### src/rtl/fifo_serial_tx_if.sv
// FIFO read-side port: empty flag, registered read data, pop strobe.
// master = the reader (drives fifo_read); slave = the FIFO.
interface fifo_serial_tx_if #(
  parameter int DATA_WIDTH = 16
);
  logic                  fifo_empty;
  logic [DATA_WIDTH-1:0] fifo_rd_data;
  logic                  fifo_read;

  modport master (
    input  fifo_empty,
    input  fifo_rd_data,
    output fifo_read
  );

  modport slave (
    output fifo_empty,
    output fifo_rd_data,
    input  fifo_read
  );
endinterface

### src/rtl/fifo_serial_tx.sv
// Drains a FIFO and sends each word as start/LSB-first data/stop frame.
// Ports: clk, rst_, fifo (read port), tx_enable, tx_serial, tx_busy, word_count.
module fifo_serial_tx #(
  parameter int DATA_WIDTH   = 16,
  parameter int CLKS_PER_BIT = 4
) (
  input  logic       clk,
  input  logic       rst_,
  fifo_serial_tx_if.master fifo,
  input  logic       tx_enable,
  output logic       tx_serial,
  output logic       tx_busy,
  output logic [7:0] word_count
);

  localparam int BW =
    (DATA_WIDTH > 1) ? $clog2(DATA_WIDTH) : 1;
  localparam logic [BW-1:0] LAST_BIT =
    BW'(DATA_WIDTH - 1);
  localparam logic [7:0] DIV_LAST =
    8'(CLKS_PER_BIT - 1);

  typedef enum logic [2:0] {
    IDLE, POP, LOAD, START, DATA, STOP
  } state_t;

  state_t                state, state_n;
  logic [DATA_WIDTH-1:0] shift, shift_n;
  logic [BW-1:0]         bit_cnt, bit_n;
  logic [7:0]            div, div_n;
  logic [7:0]            count_n;
  logic                  bit_end;

  assign bit_end = (div == DIV_LAST);
  assign tx_busy = (state != IDLE);

  always_ff @(posedge clk or negedge rst_) begin
    if (!rst_) state <= IDLE;
    else       state <= state_n;
  end

  always_ff @(posedge clk or negedge rst_) begin
    if (!rst_) begin
      shift      <= '0;
      bit_cnt    <= '0;
      div        <= '0;
      word_count <= '0;
    end else begin
      shift      <= shift_n;
      bit_cnt    <= bit_n;
      div        <= div_n;
      word_count <= count_n;
    end
  end

  always_comb begin
    state_n        = state;
    shift_n        = shift;
    bit_n          = bit_cnt;
    div_n          = div;
    count_n        = word_count;
    fifo.fifo_read = 1'b0;
    tx_serial      = 1'b1;
    unique case (state)
      IDLE: begin
        if (tx_enable && !fifo.fifo_empty)
          state_n = POP;
      end
      POP: begin
        fifo.fifo_read = 1'b1;
        state_n        = LOAD;
      end
      LOAD: begin
        shift_n = fifo.fifo_rd_data;
        div_n   = '0;
        state_n = START;
      end
      START: begin
        tx_serial = 1'b0;
        if (bit_end) begin
          div_n   = '0;
          bit_n   = '0;
          state_n = DATA;
        end else begin
          div_n = div + 8'd1;
        end
      end
      DATA: begin
        tx_serial = shift[0];
        if (bit_end) begin
          div_n   = '0;
          shift_n = shift >> 1;
          if (bit_cnt == LAST_BIT)
            state_n = STOP;
          else
            bit_n = bit_cnt + BW'(1);
        end else begin
          div_n = div + 8'd1;
        end
      end
      STOP: begin
        if (bit_end) begin
          div_n   = '0;
          count_n = word_count + 8'd1;
          state_n = IDLE;
        end else begin
          div_n = div + 8'd1;
        end
      end
      default: state_n = IDLE;
    endcase
  end

endmodule

### src/flat_wrapper.sv
// flat-port wrapper written by rule: the top's interface ports become plain ports
module fifo_serial_tx_flat 
#(
  parameter int DATA_WIDTH   = 16,
  parameter int CLKS_PER_BIT = 4
)
  (clk, rst_, tx_enable, tx_serial, tx_busy, word_count, fifo_fifo_empty, fifo_fifo_rd_data, fifo_fifo_read);
  fifo_serial_tx_if #(.DATA_WIDTH(DATA_WIDTH)) fifo_i ();
  input  logic clk;
  input  logic rst_;
  input  logic tx_enable;
  output logic tx_serial;
  output logic tx_busy;
  output logic [7:0] word_count;
  input wire logic [$bits(fifo_i.fifo_empty)-1:0] fifo_fifo_empty;
  input wire logic [$bits(fifo_i.fifo_rd_data)-1:0] fifo_fifo_rd_data;
  output wire logic [$bits(fifo_i.fifo_read)-1:0] fifo_fifo_read;
  assign fifo_i.fifo_empty = fifo_fifo_empty;
  assign fifo_i.fifo_rd_data = fifo_fifo_rd_data;
  assign fifo_fifo_read = fifo_i.fifo_read;
  fifo_serial_tx #(.DATA_WIDTH(DATA_WIDTH), .CLKS_PER_BIT(CLKS_PER_BIT)) u_core (.clk(clk), .rst_(rst_), .fifo(fifo_i), .tx_enable(tx_enable), .tx_serial(tx_serial), .tx_busy(tx_busy), .word_count(word_count));
endmodule
### config.mk
export PLATFORM = sky130hd
export DESIGN_NAME = fifo_serial_tx_flat
export DESIGN_NICKNAME = d
export VERILOG_FILES = /design/src/rtl/fifo_serial_tx_if.sv /design/src/rtl/fifo_serial_tx.sv /design/src/flat_wrapper.sv
export SDC_FILE = /design/constraint.sdc
export NUM_CORES = 1
export LEC_CHECK = 0
export BUFFER_PORTS_ARGS = -buffer_cell sky130_fd_sc_hd__buf_2
export CORE_MARGIN = 2
export CORE_UTILIZATION = 45
export CTS_CLUSTER_SIZE = 24
export DETAILED_ROUTE_END_ITERATION = 12
export GPL_ROUTABILITY_DRIVEN = 0
export PLACE_DENSITY = 0.65
export SYNTH_ARGS = -nofsm -noshare
export SYNTH_HDL_FRONTEND = slang
export SYNTH_SLANG_ARGS = --single-unit
### constraint.sdc
create_clock -name clk -period 2.2 [get_ports clk]
set_input_delay 0.44 -clock clk [delete_from_list [all_inputs] [get_ports clk]]
set_output_delay 0.44 -clock clk [all_outputs]
set_load 0.02 [all_outputs]
* Word level (Yosys, flattened, before mapping)
Index checks and enable logic that the tools add are counted.
Storage, ports and cells: flip-flop bits (word level) 39, input port bits 20
Operators by class: add/sub/neg operators 3, muxes and demuxes 16, reductions and logical operators 12, equality and inequality tests 13
Operators by type and width (count):
- case mux 16 bit (2 select lines) | 1
- case mux 3 bit (6 select lines) | 1
- adder 8 x 1 -> 8 bit (second input constant) | 2
- 2-to-1 mux 16 bit | 1
- case mux 8 bit (2 select lines) | 1
- 2-to-1 mux 3 bit | 5
- 2-to-1 mux 4 bit | 3
- inequality test 2 x 1 -> 1 bit (second input constant) | 5
- equality test 8 x 2 -> 1 bit (second input constant) | 1
- 2-to-1 mux 8 bit | 1
- case mux 4 bit (2 select lines) | 1
- equality test 3 x 2 -> 1 bit (second input constant) | 2
- equality test 3 bit (second input constant) | 2
- nonzero test 2 bit | 3
- AND reduction 5 bit | 1
- adder 4 x 1 -> 4 bit (second input constant) | 1
- equality test 4 bit (second input constant) | 1
- AND reduction 2 bit | 2
- AND reduction 4 bit | 1
- equality test 3 x 1 -> 1 bit (second input constant) | 1
- logical NOT 3 bit | 1
- nonzero test 3 bit | 1
- OR reduction 3 bit | 1
- inequality test 2 bit (second input constant) | 1
- other kinds (4) | 4

* Longest topological paths before layout
Gate-level depths: netlist (run 1).
depth after elaboration 4, mapped depth 6

* Worst setup path after synthesis (run 1)
No wires, ideal clock.
path kind register to output, from register u_core.state[0], to output tx_serial, cell stages (with the launch flop) 5, data arrival time 1314 ps, required time 1760 ps, path slack 446 ps, buffers on the path 1, path through dfrtp_1 > clkbuf_1 > nor3b_1 > inv_1 > o21a_1
On the way: word-level cells in the longest chain between the ends 2, elaborated cells on any way between the ends 3
RTL lines:
- start: declaration | RTL line fifo_serial_tx.sv:27 | state_t state, state_n;
- start signal: assignment | RTL line fifo_serial_tx.sv:39 | else state <= state_n;
- equality test 3 bit / equality test 3 x 2 -> 1 bit (equally long branches) | RTL line fifo_serial_tx.sv:64 | unique case (state)
- case mux 1 bit (2 select lines) (*) | RTL line fifo_serial_tx.sv:64
- end: declaration | RTL line flat_wrapper.sv:12 | output logic tx_serial;
Every way passes the cells marked *; elsewhere a longest branch is shown, timed or not.

* Worst setup path in the final report (run 1)
Same ends and word-level chain as after synthesis.

==> reports/results.ini, run 1 <==
[critical_path]
worst_setup_path_start_kind=register
path_max_fanout=14
slowest_stage=dfrtp_1
cp_data_required_time_ns=1.76
rrSetupSlack_ns=0.26
worst_ep_arrival_time_ns=1.63
path_class=register to output pin
cpPeakStageDelay_ns=0.40
path_cells=buf_4, nor3b_1, inv_1, o21a_1, buf_2
worst_setup_path_end_kind=output pin

[timing]
setup_viol=0
min_period_ns=2.07
drv_slew=0
rsz0062_at_grt=false
clock.fmax_mhz=482
slew_headroom_pct=66.1
worst_pin_slew_ns=0.506
fin_crit_sh_pct=94.2
tns_ns=0
fin_skew_ns=0.00938
hold_violations=0

[finish]
antenna_cells=0
final_cell_mix=dfrtp_1, buf_2, o21ai_0
nets=262
stdcell_count=292
syn_to_final_growth_pct=16.3
final_common_cell=dfrtp_1
final_layout_size_suffix_gt1_share_pct=24.2

[routing]
drc=0
vias=1638
wl_per_cell_um=14.3
ant_nets=0
first_pass_iters=4
drt_iter0_markers=91
routed_via_density=5.61
wl_um=4190

[clock_tree]
cts_hold_buf=0
cts_tree=yes
cts_made_buffers=5
clk_path_buf_depth=2
cts_htree_levels=2
clockRootBuffer=clkbuf_8
clk_pin_slew_worst_paths_ns=0.08
cts_setup_buffers=0
clock-sinks=39
worstSkewPairLatency_ns=0.30

[synth]
ys_seq_elements=39
syn_nets=227
ys_seq_area_share_pct=47.2
yosysWarningCount=0
syn_area_sq_um=2070
synth_edf_count=0
syn_inst=204
yosys_most_used_dff=dfrtp_1
async_reset_ff_share_pct=100
syn_area_per_cell_sq_um=10.1
ys_types=46

[global_routing]
grt_max_degree=20
grt_pass1_wl_um=7300
grtUsageTotal_pct=18.7
antenna_found_initial=0
grt_pass1_vias=1578
grt_overflow_total=0

[die]
core.rowCount=24
ios=31
core_area_sq_um=4380
die_h_um=71.8
dieArea_sq_um=5160
die_x_um=71.8
initial_utilization_pct=47.2

[power_and_ir_drop]
p_int_mw=1.08
seq_power_share_pct=52.8
power_density_nw_per_um2=569
netSwitchingPower_mw=0.293
p_clk_share_pct=44.1
total_leakage_power_nw=1.24
peakVddDrop_mv=0.359
comb_power_share_pct=3.1
switching_share_pct=21.4

[worst_hold_path]
hold_path_class=input pin to asynchronous set/reset pin

[place]
dp_cells=284
port_buffers=30
dp_hpwl_um=3010

[outcome]
status=complete, no violations

[flow_run]
drv_cap=0

==> final cells by class <==
class / instances / area (sq um)
Multi-Input combinational cell: 151 / 1030
Sequential cell: 39 / 977
Clock buffer: 5 / 68.8
Fill cell: 410 / 1980
Timing Repair Buffer: 38 / 210
Clock inverter: 3 / 43.8
Tap cell: 52 / 65.1
Inverter: 4 / 15.0
==> per-stage QoR <==
step	setup slack (ns)	utilization, %	area, sq um	hold WS [ns]	power (mW)
4_1_cts	0.0815	54.9	2400	0.0902	1.39
3_5_place_dp	0.266	52.3	2290	0.416	0.782
3_3_place_gp	0.387	52.3	2290	0.417	0.781
5_1_grt	0.0479	54.9	2410	0.101	1.42
6_report	0.127	54.9	2410	0.0742	1.37
2_1_floorplan	0.446	-	2070	0.144	0.744
==> synth_stat cells, drive strengths merged, types with 2 or more instances <==
cell type,n,area share [%]
or2,2,0.73
buf,5,1.6
and3,4,1.3
ha,3,1.8
mux2i,17,8.2
nor3b,2,0.73
nor3,2,0.73
clkbuf,5,0.91
nand3,5,1.2
xor2,5,2.1
o21ai,37,8.9
dfrtp,39,47
nand4,6,1.8
nor2b,3,0.91
nand2b,5,1.5
mux2,2,1.1
nand2,10,1.8
nor2,8,1.5
a21oi,11,2.7
a22o,2,0.85
xnor2,4,1.7
nand3b,2,0.73
inv,4,0.73
and2,3,0.97
a31oi,5,2.2
==> worst paths after layout <==
check / to / cells past startpoint / startpoint
worst max-delay path: tx_serial / 5 / u_core.state[0]
worst min-delay path: u_core.shift[10] / 1 / rst_
min in group clk: u_core.shift[9] / 3 / fifo_fifo_rd_data[9]
worst min register to register: u_core.word_count[7] / 1 / u_core.word_count[7]
max in group asynchronous: u_core.bit_cnt[0] / 2 / rst_
worst max register to register: u_core.shift[1] / 5 / u_core.div[1]
==> power by group through the flow <==
stage / registers, mW / logic, mW / clock network, mW
2_1_floorplan: 0.737 / 0.00739 / 0
3_3_place_gp: 0.737 / 0.0438 / 0
3_5_place_dp: 0.737 / 0.0445 / 0
4_1_cts: 0.723 / 0.0444 / 0.617
5_1_grt: 0.724 / 0.0491 / 0.645
6_report: 0.723 / 0.0424 / 0.604
==> per-layer routing <==
metal  GRT usage, %  up-vias  part of all wire (%)
met2           27.6       34                    45
met3           3.80        8                   2.9
met5              0        -                     0
met1           25.9      782                    49
li1               -      814                     -
met4           10.1        0                   2.4
==> registers in the layout (all words and copies together), names as in the netlist <==
| register | count |
|---|---|
| u_core.word_count | 8 |
| u_core.shift | 16 |
| u_core.bit_cnt | 4 |
| u_core.state | 3 |
| u_core.div | 8 |
==> logic make-up after synthesis <==
| kind of cell | count (synthesis) | synth area share [%] |
|---|---|---|
| xor+xnor | 9 | 3.81 |
| compound gates | 63 | 18.1 |
| simple gates | 57 | 16.6 |
| flops | 39 | 47.2 |
| fa+ha+maj | 3 | 1.81 |
| mux | 19 | 9.31 |
| buf+inv | 14 | 3.26 |
==> repair_timing <==
item / CTS / global route
hold endpoints to repair: 0 / 0
endpoints found under the setup margin: 0 / 1
resized for setup: 0 / 1
==> worst max-delay path, delay by kind of cell, from the launching register on <==
kind                   cells  cell delay (ns)
buffers and inverters      3             0.46
AND/OR/NAND/NOR            1             0.27
flip-flops                 1             0.40
AO/OA/AOI/OAI              1             0.19
Power figures use the tool's default switching activity.
==> run 2, diff against run 1 <==
--- a/config.mk
+++ b/config.mk
@@ -6,12 +6,14 @@
 export NUM_CORES = 1
 export LEC_CHECK = 0
 export BUFFER_PORTS_ARGS = -buffer_cell sky130_fd_sc_hd__buf_2
+export CELL_PAD_IN_SITES_DETAIL_PLACEMENT = 1
+export CELL_PAD_IN_SITES_GLOBAL_PLACEMENT = 1
 export CORE_MARGIN = 2
-export CORE_UTILIZATION = 45
+export CORE_UTILIZATION = 44
 export CTS_CLUSTER_SIZE = 24
 export DETAILED_ROUTE_END_ITERATION = 12
 export GPL_ROUTABILITY_DRIVEN = 0
-export PLACE_DENSITY = 0.65
+export PLACE_DENSITY_LB_ADDON = 0.1
 export SYNTH_ARGS = -nofsm -noshare
 export SYNTH_HDL_FRONTEND = slang
 export SYNTH_SLANG_ARGS = --single-unit
==> run 2 against run 1 <==
Net effect:
- critical path depth decreased by 1
- non-clock buffer count decreased by 2
- first-iteration DRC count decreased by 26%
- sequential power about the same
- via count increased by 1.9%
- clock skew decreased by 0.0055 ns
- cell count decreased by 1.0%
- core utilization decreased by 1.7 points
- combinational power decreased by 8.3%
- die area increased by 2.1%
- flip-flop and latch count unchanged
==> reports/results.ini, run 2 (same netlist as run 1, synthesis figures left out) <==
[worst_hold_path]
hold_path_class=input pin to asynchronous set/reset pin

[die]
initial_utilization_pct=46.6
die_x_um=72.6
dieArea_sq_um=5270
core_area_sq_um=4440
die_h_um=72.6
core.rowCount=24
ios=31

[finish]
largest-register=u_core.shift
nets=260
final_area_sq_um=2360
final_layout_size_suffix_gt1_share_pct=22.8
syn_to_final_growth_pct=14.3
final_cell_mix=dfrtp_1, buf_2, o21ai_0
biggestRegsByFlops=u_core.shift: 16 flops, u_core.div: 8 flops, u_core.word_count: 8 flops
largest_reg_flops=16
fill_cells=514
final_common_cell=dfrtp_1
antenna_cells=0

[power_and_ir_drop]
total_leakage_power_nw=1.21
peakVddDrop_mv=0.276
power_density_nw_per_um2=527
power_mw=1.25

[timing]
slew_headroom_pct=42.1
worst_pin_slew_ns=0.868
drv_slew=0
fin_crit_sh_pct=95.0
min_period_ns=2.09
rsz0062_at_grt=false
setup_viol=0
hold_violations=0
tns_ns=0
fin_skew_ns=0.00392
clock.fmax_mhz=479

[global_routing]
antenna_found_initial=0
grt_pass1_wl_um=8200
grt_max_degree=40
grtUsageTotal_pct=20.0
grt_overflow_total=0
grt_pass1_vias=1688

[clock_tree]
clockRootBuffer=clkbuf_8
clk_pin_slew_worst_paths_ns=0.07
cts_made_buffers=5
clk_path_buf_depth=2
cts_hold_buf=0
worstSkewPairLatency_ns=0.29
clock-sinks=39
cts_tree=yes
ctsResizeCount=0
cts_htree_levels=2
cts_setup_buffers=0

[place]
port_buffers=30
dp_hpwl_um=3410
place_area_sq_um=2280

[routing]
vias=1669
wl_um=4780
wl_per_cell_um=16.6
ant_nets=0
routed_via_density=5.78
drt_iter0_markers=67
drc=0
first_pass_iters=4

[critical_path]
worst_setup_path_start_kind=register
worst_ep_arrival_time_ns=1.65
path_class=register to output pin
cp_data_required_time_ns=1.76
path_max_fanout=14
worst_setup_path_end_kind=output pin

[outcome]
status=complete, no violations

[flow_run]
drv_cap=0

==> run 2: per-stage QoR <==
stage / setup WS, ns / hold slack (ns) / util, % / cells
final: 0.110 / 0.265 / 53.2 / 289
after global routing: 0.0106 / 0.326 / 53.2 / 289
after CTS: 0.102 / 0.297 / 53.2 / 289
after detailed placement: 0.255 / 0.471 / 51.2 / 282
after global placement: 0.380 / 0.451 / 51.2 / 282
after floorplan: 0.446 / 0.144 / - / 204
==> run 2: final timing paths <==
check                           slack (ns)                 start                    to  cells after the start
max in group asynchronous             1.39                  rst_         u_core.div[7]                      1
worst min register to register        0.47  u_core.word_count[7]  u_core.word_count[7]                      1
worst max-delay path                  0.11       u_core.state[2]             tx_serial                      4
min in group clk                      0.42  fifo_fifo_rd_data[6]       u_core.shift[6]                      3
worst min-delay path                  0.27                  rst_       u_core.shift[3]                      1
worst max register to register        0.24         u_core.div[1]       u_core.shift[1]                      5
==> run 2: critical path: stages, from the launching register on <==
cell	delay, ns
dfrtp_1	0.58
nor3b_1	0.32
inv_1	0.12
o21a_1	0.19
buf_2	0.16
==> run 2: cell type report <==
type	instances	area (sq um)	area share, %
repair buffers	36	195	8.25
flip-flops and latches	39	976	41.3
clock buffers	6	82.6	3.49
inverters	4	15.0	0.635
well taps	52	65.1	2.75
clock inverters	1	5.00	0.212
multi-input cells	151	1030	43.4
==> run 2: power breakdown <==
group	internal (mW)	switching, mW
Sequential	0.721	0.00255
Combinational	0.0166	0.0223
Clock	0.246	0.238
==> run 2: routing by layer <==
layer	up-vias	GRT usage, %	wire (um)
li1	798	-	-
met5	-	0	0
met3	6	3.73	136
met2	26	34.2	2370
met4	0	8.23	95
met1	839	24.8	2180
==> run 3, diff against run 2 <==
--- a/config.mk
+++ b/config.mk
@@ -10,9 +10,10 @@
 export CELL_PAD_IN_SITES_GLOBAL_PLACEMENT = 1
 export CORE_MARGIN = 2
 export CORE_UTILIZATION = 44
-export CTS_CLUSTER_SIZE = 24
+export CTS_CLUSTER_SIZE = 10
 export DETAILED_ROUTE_END_ITERATION = 12
 export GPL_ROUTABILITY_DRIVEN = 0
+export GPL_TIMING_DRIVEN = 0
 export PLACE_DENSITY_LB_ADDON = 0.1
 export SYNTH_ARGS = -nofsm -noshare
 export SYNTH_HDL_FRONTEND = slang
==> run 3 against run 2 <==
Net effect:
- die area is the same
- critical path depth grew 1
- worst setup slack lost 0.0095 ns
- clock skew grew 0.00095 ns
- via count grew 1.8%
- sequential share of layout area shrank 0.39 points
- clock power shrank 2%
- sequential power is essentially flat
- combinational power is essentially flat
- design area grew 0.95%
- critical endpoint unchanged
==> reports/results.ini, run 3 (same netlist as run 1, synthesis figures left out) <==
[outcome]
status=complete, no violations

[critical_path]
cpPeakStageDelay_ns=0.41
worst_setup_path_start_kind=register
crit_family=buffers and inverters
path_cells=clkbuf_1, nor3b_4, inv_1, o21a_1, buf_2
slowest_stage=dfrtp_1
path_max_fanout=10
cp_data_required_time_ns=1.76
worst_ep_arrival_time_ns=1.66
cp_num_buf_inv=3
worst_setup_path_end_kind=output pin
path_class=register to output pin
rrSetupSlack_ns=0.25

[power_and_ir_drop]
peakVddDrop_mv=0.297
power_density_nw_per_um2=518
total_leakage_power_nw=1.22

[routing]
vias=1699
wl_um=4900
first_pass_iters=4
drt_iter0_markers=40
wl_per_cell_um=16.6
drc=0
ant_nets=0
routed_via_density=5.76

[finish]
post-route-util_pct=53.7
largest-register=u_core.shift
largest_reg_flops=16
fill_cells=521
antenna_cells=0
nets=265
final_common_cell=dfrtp_1
syn_to_final_growth_pct=15.4
final_layout_size_suffix_gt1_share_pct=23.0
regArea_sq_um=976
biggestRegsByFlops=u_core.shift: 16 flops, u_core.div: 8 flops, u_core.word_count: 8 flops
multi_input_area_sq_um=1040
final_cell_mix=dfrtp_1, buf_2, o21ai_0

[place]
dp_hpwl_um=3580
port_buffers=30

[flow_run]
drv_cap=0

[global_routing]
antenna_found_initial=0
grt_pass1_wl_um=8230
grtUsageTotal_pct=20.3
grt_max_degree=40
grt_overflow_total=0
grt_pass1_vias=1783

[clock_tree]
cts_made_buffers=5
cts_tree=yes
cts_htree_levels=2
clock-sinks=39
clockRootBuffer=clkbuf_8
clk_pin_slew_worst_paths_ns=0.08
worstSkewPairLatency_ns=0.30
clk_path_buf_depth=2
cts_hold_buf=0

[die]
core.rowCount=24
core_area_sq_um=4440
initial_utilization_pct=46.6
dieArea_sq_um=5270
ios=31
die_h_um=72.6
die_x_um=72.6

[timing]
slew_headroom_pct=42.1
fin_crit_sh_pct=95.4
drv_slew=0
tns_ns=0
hold_violations=0
fin_skew_ns=0.00486
min_period_ns=2.10
rsz0062_at_grt=false
clock.fmax_mhz=476
worst_pin_slew_ns=0.868
setup_viol=0

[worst_hold_path]
hold_path_class=input pin to asynchronous set/reset pin

run 3: what timing repair did:
action,in CTS,in global routing
setup buffers,1,0
resized for setup,2,0
endpoints found under the setup margin,1,0
run 3: routing by layer:
metal	vias up	wire [um]	track usage, %
met1	853	2160	24.5
met4	0	86	7.82
met5	-	0	0
li1	814	-	-
met3	8	147	4.42
met2	24	2510	35.2
run 3: area by class of cell:
cell class              count  area share (%)
flip-flops and latches     39            40.9
clock buffers               5            2.88
inverters                   4           0.629
clock inverters             3           0.629
well taps                  52            2.73
repair buffers             31            6.60
multi-input cells         151            43.4
plain buffers              10            2.20
run 3: per-stage QoR:
stage | cell area, sq um | hold slack (ns) | power [mW] | instances | worst slack (ns)
2_1_floorplan | 2070 | 0.144 | 0.744 | 204 | 0.446
3_3_place_gp | 2280 | 0.452 | 0.776 | 286 | 0.105
3_5_place_dp | 2280 | 0.478 | 0.779 | 286 | 0.0478
4_1_cts | 2390 | 0.291 | 1.26 | 295 | 0.0820
5_1_grt | 2390 | 0.321 | 1.28 | 295 | 0.0302
6_report | 2390 | 0.253 | 1.24 | 295 | 0.101
run 3: worst paths after layout:
path / startpoint / end / depth (start not counted)
worst max-delay path: u_core.state[0] / tx_serial / 5
worst min-delay path: rst_ / u_core.shift[1] / 1
max in group asynchronous: rst_ / u_core.shift[11] / 1
min in group clk: fifo_fifo_rd_data[9] / u_core.shift[9] / 3
worst min register to register: u_core.word_count[7] / u_core.word_count[7] / 1
worst max register to register: u_core.div[1] / u_core.shift[6] / 6
run 3: worst reg2reg max path, stage by stage, from the launching register on:
cell      delay, ns
dfrtp_1        0.38
ha_1           0.23
nor4b_4        0.43
a31oi_4        0.20
clkbuf_1       0.25
o21ai_0        0.24
o21ai_1        0.10
run 3: power breakdown:
| part | total [mW] | switching [mW] | internal (mW) |
|---|---|---|---|
| clock network | 0.475 | 0.258 | 0.217 |
| logic | 0.0388 | 0.0222 | 0.0166 |
| registers | 0.723 | 0.00233 | 0.721 |
| total | 1.24 | 0.283 | 0.954 |
